[src/rtl/apb_router.sv]
// APB router: takes one request at a time on an en/ready handshake, runs the
// APB SETUP/ACCESS sequence on the selected slave, and reports rdata/err.
module apb_router #(
    parameter int NUM_SLV = 6,
    parameter int ADDR_W  = 12,
    parameter int DATA_W  = 32,
    parameter int SEL_W   = 3,
    parameter int TMO_CYC = 16
) (
    input  logic                      clk,
    input  logic                      rst,
    input  logic                      en,
    input  logic                      wr_in,
    input  logic [SEL_W-1:0]          sel_port,
    input  logic [ADDR_W-1:0]         addr_in,
    input  logic [DATA_W-1:0]         data_in,
    output logic                      ready,
    output logic [DATA_W-1:0]         rdata,
    output logic                      err,
    output logic [NUM_SLV-1:0]        psel,
    output logic                      penable,
    output logic                      pwrite,
    output logic [ADDR_W-1:0]         paddr,
    output logic [DATA_W-1:0]         pwdata,
    input  logic [NUM_SLV*DATA_W-1:0] prdata,
    input  logic [NUM_SLV-1:0]        pready,
    input  logic [NUM_SLV-1:0]        pslverr,
    output logic [1:0]                state_o
);

    // Handshake: the requester raises en with its request fields; they are
    // captured on the first edge in IDLE. ready pulses for exactly one cycle at
    // completion, and no new request is accepted until en has been seen low.

    localparam int                 CNT_W     = $clog2(TMO_CYC + 1);
    localparam logic [CNT_W-1:0]   WAIT_LAST = CNT_W'(TMO_CYC - 1);
    localparam logic [SEL_W:0]     NSLV      = (SEL_W + 1)'(NUM_SLV);

    typedef enum logic [1:0] {
        IDLE   = 2'd0,
        SETUP  = 2'd1,
        ACCESS = 2'd2,
        DONE   = 2'd3
    } state_t;

    state_t               state_q, state_d;
    logic [CNT_W-1:0]     wait_q, wait_d;
    logic                 ready_q, ready_d;
    logic                 err_q, err_d;
    logic [DATA_W-1:0]    rdata_q, rdata_d;
    logic [NUM_SLV-1:0]   psel_q, psel_d;
    logic                 penable_q, penable_d;
    logic                 pwrite_q, pwrite_d;
    logic [ADDR_W-1:0]    paddr_q, paddr_d;
    logic [DATA_W-1:0]    pwdata_q, pwdata_d;

    logic                 sel_valid;
    logic [NUM_SLV-1:0]   psel_dec;
    logic                 sel_ready;
    logic                 sel_err;
    logic [DATA_W-1:0]    sel_rdata;

    assign sel_valid = {1'b0, sel_port} < NSLV;

    always_comb begin
        psel_dec = '0;
        for (int i = 0; i < NUM_SLV; i++) begin
            psel_dec[i] = ({1'b0, sel_port} == (SEL_W + 1)'(i));
        end
    end

    // The held one-hot psel masks the slave responses, so unselected slaves never leak in.
    assign sel_ready = |(pready & psel_q);
    assign sel_err   = |(pslverr & psel_q);

    always_comb begin
        sel_rdata = '0;
        for (int i = 0; i < NUM_SLV; i++) begin
            if (psel_q[i]) begin
                sel_rdata = sel_rdata | prdata[i*DATA_W +: DATA_W];
            end
        end
    end

    always_comb begin
        state_d   = state_q;
        wait_d    = wait_q;
        ready_d   = 1'b0;
        err_d     = err_q;
        rdata_d   = rdata_q;
        psel_d    = psel_q;
        penable_d = penable_q;
        pwrite_d  = pwrite_q;
        paddr_d   = paddr_q;
        pwdata_d  = pwdata_q;

        case (state_q)
            IDLE: begin
                if (en) begin
                    pwrite_d  = wr_in;
                    paddr_d   = addr_in;
                    pwdata_d  = data_in;
                    penable_d = 1'b0;
                    if (sel_valid) begin
                        psel_d  = psel_dec;
                        state_d = SETUP;
                    end else begin
                        psel_d  = '0;
                        ready_d = 1'b1;
                        err_d   = 1'b1;
                        rdata_d = '0;
                        state_d = DONE;
                    end
                end
            end
            SETUP: begin
                penable_d = 1'b1;
                wait_d    = '0;
                state_d   = ACCESS;
            end
            ACCESS: begin
                if (sel_ready) begin
                    psel_d    = '0;
                    penable_d = 1'b0;
                    ready_d   = 1'b1;
                    err_d     = sel_err;
                    rdata_d   = pwrite_q ? '0 : sel_rdata;
                    state_d   = DONE;
                end else if (wait_q == WAIT_LAST) begin
                    // This edge is the TMO_CYC-th ACCESS cycle without pready.
                    psel_d    = '0;
                    penable_d = 1'b0;
                    ready_d   = 1'b1;
                    err_d     = 1'b1;
                    rdata_d   = '0;
                    state_d   = DONE;
                end else begin
                    wait_d = wait_q + 1'b1;
                end
            end
            DONE: begin
                if (!en) begin
                    state_d = IDLE;
                end
            end
            default: begin
                state_d = IDLE;
            end
        endcase
    end

    always_ff @(posedge clk) begin
        if (rst) begin
            state_q   <= IDLE;
            wait_q    <= '0;
            ready_q   <= 1'b0;
            err_q     <= 1'b0;
            rdata_q   <= '0;
            psel_q    <= '0;
            penable_q <= 1'b0;
            pwrite_q  <= 1'b0;
            paddr_q   <= '0;
            pwdata_q  <= '0;
        end else begin
            state_q   <= state_d;
            wait_q    <= wait_d;
            ready_q   <= ready_d;
            err_q     <= err_d;
            rdata_q   <= rdata_d;
            psel_q    <= psel_d;
            penable_q <= penable_d;
            pwrite_q  <= pwrite_d;
            paddr_q   <= paddr_d;
            pwdata_q  <= pwdata_d;
        end
    end

    assign ready   = ready_q;
    assign err     = err_q;
    assign rdata   = rdata_q;
    assign psel    = psel_q;
    assign penable = penable_q;
    assign pwrite  = pwrite_q;
    assign paddr   = paddr_q;
    assign pwdata  = pwdata_q;
    assign state_o = state_q;

endmodule

[config.mk]
export PLATFORM = sky130hd
export DESIGN_NAME = apb_router
export DESIGN_NICKNAME = d
export VERILOG_FILES = /design/src/rtl/apb_router.sv
export SDC_FILE = /design/constraint.sdc
export NUM_CORES = 1
export LEC_CHECK = 0
export ABC_AREA = 1
export ABC_CLOCK_PERIOD_IN_PS = 1600
export BUFFER_PORTS_ARGS = -buffer_cell sky130_fd_sc_hd__buf_2
export CORE_AREA = 2 2 134 136
export DETAILED_ROUTE_END_ITERATION = 8
export DIE_AREA = 0 0 136 138
export PLACE_DENSITY = 0.72
export SKIP_CTS_REPAIR_TIMING = 1
export SYNTH_ARGS = -nofsm -noshare
export SYNTH_HDL_FRONTEND = slang
export SYNTH_SLANG_ARGS = --single-unit
[constraint.sdc]
create_clock -name clk -period 1.6 [get_ports clk]
set_clock_uncertainty 0.05 [all_clocks]
set_input_delay 0.08 -clock clk [delete_from_list [all_inputs] [get_ports clk]]
set_output_delay 0.08 -clock clk [all_outputs]
set_load 0.1 [all_outputs]
==> flow_metrics.py <==
metrics = {
    "outcome": {
        "status": "finished with violations",
        "violations": "hold timing, setup timing",
    },
    "routing": {
        "vias_per_cell": 4.611,
        "postRouteAntennaNets": 0,
        "dr.max_layer_used": "met5",
        "met3_length_mm": 1.762,
        "first_pass_iters": 4,
        "totalWireLength_mm": 22.19,
        "vias": 6797,
        "wl_met1_mm": 9.246,
        "wl_per_cell_um": 15.05,
        "drc_errors": 0,
        "drtIter0Drc": 271,
        "routed-wl-met2_mm": 10.72,
    },
    "layout": {
        "drive_gt1_share_pct": 36.28,
        "ff_latch_area_mm2": 0.001896,
        "area_growth_pct": 61.16,
        "fin_nets": 1500,
        "multi_input_area_mm2": 0.003005,
        "fillers": 1722,
        "fin_util_pct": 47.99,
        "layout.cells.non_filler": 1474,
        "final_cell_mix": "buf_2 (336), nand2_1 (285), nor2_1 (193)",
        "final_common_cell": "buf_2",
    },
    "critical_path": {
        "path_class": "reg2reg",
        "arrival_ps": 1900,
        "crit_fanout": 5,
        "critPathCaptureType": "flop",
        "cp_slowest_stage_delay_ps": 360,
        "startpoint_type": "flop",
        "critical_path_buf_inv_count": 3,
        "cpMaxStageDelayCell": "dfxtp_2",
        "cp.required_ps": 1790,
        "crit_chain": "ha_4 > nand2_2 > nor2_2 > ha_2 > inv_2 > nand4_4 > nand3_4 > buf_12 > clkbuf_16 > o21ai_1 > nor2_1",
        "critPathTopFamily": "simple AND/OR/NAND/NOR gates",
    },
    "power": {
        "total_power_mw": 14.65,
        "power.leakage_nw": 4.374,
        "peakVddDrop_mv": 1.267,
        "pwr_density_cell_mw_per_mm2": 1741,
    },
    "place": {
        "numPortBuffers": 342,
        "pre_cts_slack_ps": -76.63,
        "placedCellCount": 1408,
        "place_hpwl_mm": 15.77,
        "gp_congestion": 0.9464,
    },
    "sta": {
        "rsz0062_at_grt": "true",
        "clock.fmax_mhz": 585.5,
        "maxSlewViolCount": 0,
        "final.min_clock_period_ps": 1708,
        "worst_slew_pin_slew_ps": 542.5,
        "whs_ps": -46.82,
        "fin_crit_sh_pct": 106.8,
        "relSlewSlack_pct": 64.08,
        "final_hold_viol_count": 2,
        "setup_ws_ps": -108.1,
        "finalSetupViolCount": 36,
    },
    "floorplanning": {
        "core_region_area_mm2": 0.01753,
        "num_rows": 49,
        "start_util_pct": 29.78,
        "die_h_um": 138,
        "fp.dieArea_mm2": 0.01877,
        "die_width_um": 136,
        "ios": 343,
    },
    "logic_synthesis": {
        "postSynth.asyncResetShare_pct": 0,
        "synth-main-ff-cell": "dfxtp_1",
        "synthTopCellsByArea": "dfxtp_1 (36%), nand2_1 (22%), nor2_1 (14%)",
        "synth-edff-count": 0,
        "synthesis.nets": 1125,
        "synth.avg_cell_area_um2": 6.050,
        "netlist.area_leader.share_pct": 35.66,
        "mappedNetlistArea_mm2": 0.005221,
        "synth_top_area_cell": "dfxtp_1",
        "netlist_instances": 863,
        "synth-seq-area-share_pct": 35.66,
        "ys_types": 24,
        "yosys_warnings": 0,
        "ys_ff_latch": 93,
    },
    "cts": {
        "cts_max_path_buffers": 2,
        "clkSinkCount": 93,
        "clk_latency_ps": 340,
        "htree_levels": 3,
        "clockRootBuffer": "clkbuf_16",
        "cts_tree": "built",
        "cts_buffers": 9,
        "path_clk_slew_ps": 70,
    },
    "worst_hold_path": {
        "hold_path_class": "in2reg",
    },
    "global_routing": {
        "grt_overflow": 0,
        "antenna_found_initial": 3,
        "grt_pass1_vias": 5930,
        "grt_pass1_wl_mm": 30.57,
        "grt_usage_pct": 20.76,
        "grt_start_max_net_pins": 56,
    },
    "run": {
        "maxCapViolations": 0,
    },
}
where the power goes:
part | internal [mW] | total (mW) | switching (mW)
combinational | 2.21 | 8.98 | 6.77
sequential | 2.93 | 3.29 | 0.356
clock | 1.39 | 2.38 | 0.991
total | 6.53 | 14.6 | 8.12
worst register-to-register path, delay by kind of cell (launching register included):
| kind | cells | cell delay, ps |
|---|---|---|
| flops | 1 | 360 |
| buf+inv | 3 | 360 |
| compound gates | 1 | 120 |
| simple gates | 5 | 420 |
| fa+ha+maj | 2 | 310 |
flip-flops by register name (all words and copies together), names as in the netlist:
name     flops
pwdata      32
rdata       32
paddr       12
psel         6
wait_q       5
state_o      2
err          1
penable      1
pwrite       1
ready        1
layer usage:
layer	vias up	GRT usage (%)
met2	258	36.08
met3	25	5.391
met4	2	7.018
li1	3450	-
met5	-	0
met1	3062	24.61
synthesized netlist by cell type, drive strengths merged, types with 7 or more instances:
library cell  number
nand2            304
nor2             200
dfxtp             93
inv               52
o21ai             52
nand3             37
clkbuf            36
a211oi            29
buf               19
a21oi             15
nand4             12
ha                 7
per-stage QoR:
step / area [µm²] / hold WS, ps / TNS [ps]
floorplan: 5306 / 99.07 / -3112
global route: 8414 / 4.166 / -6463
CTS: 7761 / -83.65 / -2647
detailed placement: 7441 / 284.2 / -2268
finish: 8414 / -46.82 / -2008
global placement: 7441 / 276.9 / -456.1
cell families after synthesis:
group	share of synthesized area [%]
buffers and inverters	9.490
adder cells (fa/ha/maj)	1.677
flip-flops	35.66
AND/OR/NAND/NOR	42.42
AO/OA/AOI/OAI	10.76
final timing paths:
path	start	endpoint	slack, ps	cells past startpoint
max	wait_q[0]	rdata[10]	-110	11
min	addr_in[2]	paddr[2]	-50	3
max reg2reg	wait_q[0]	rdata[10]	-110	11
min reg2reg	penable	penable	420	2
final cells by class:
type	count	area share, %
Clock inverter	6	1.086
Multi-Input combinational cell	661	35.72
Inverter	54	2.468
Sequential cell	93	22.53
Antenna cell	2	0.05948
Clock buffer	10	2.721
Timing Repair Buffer	419	32.01
Tap cell	229	3.405
Power figures use the tool's default switching activity.
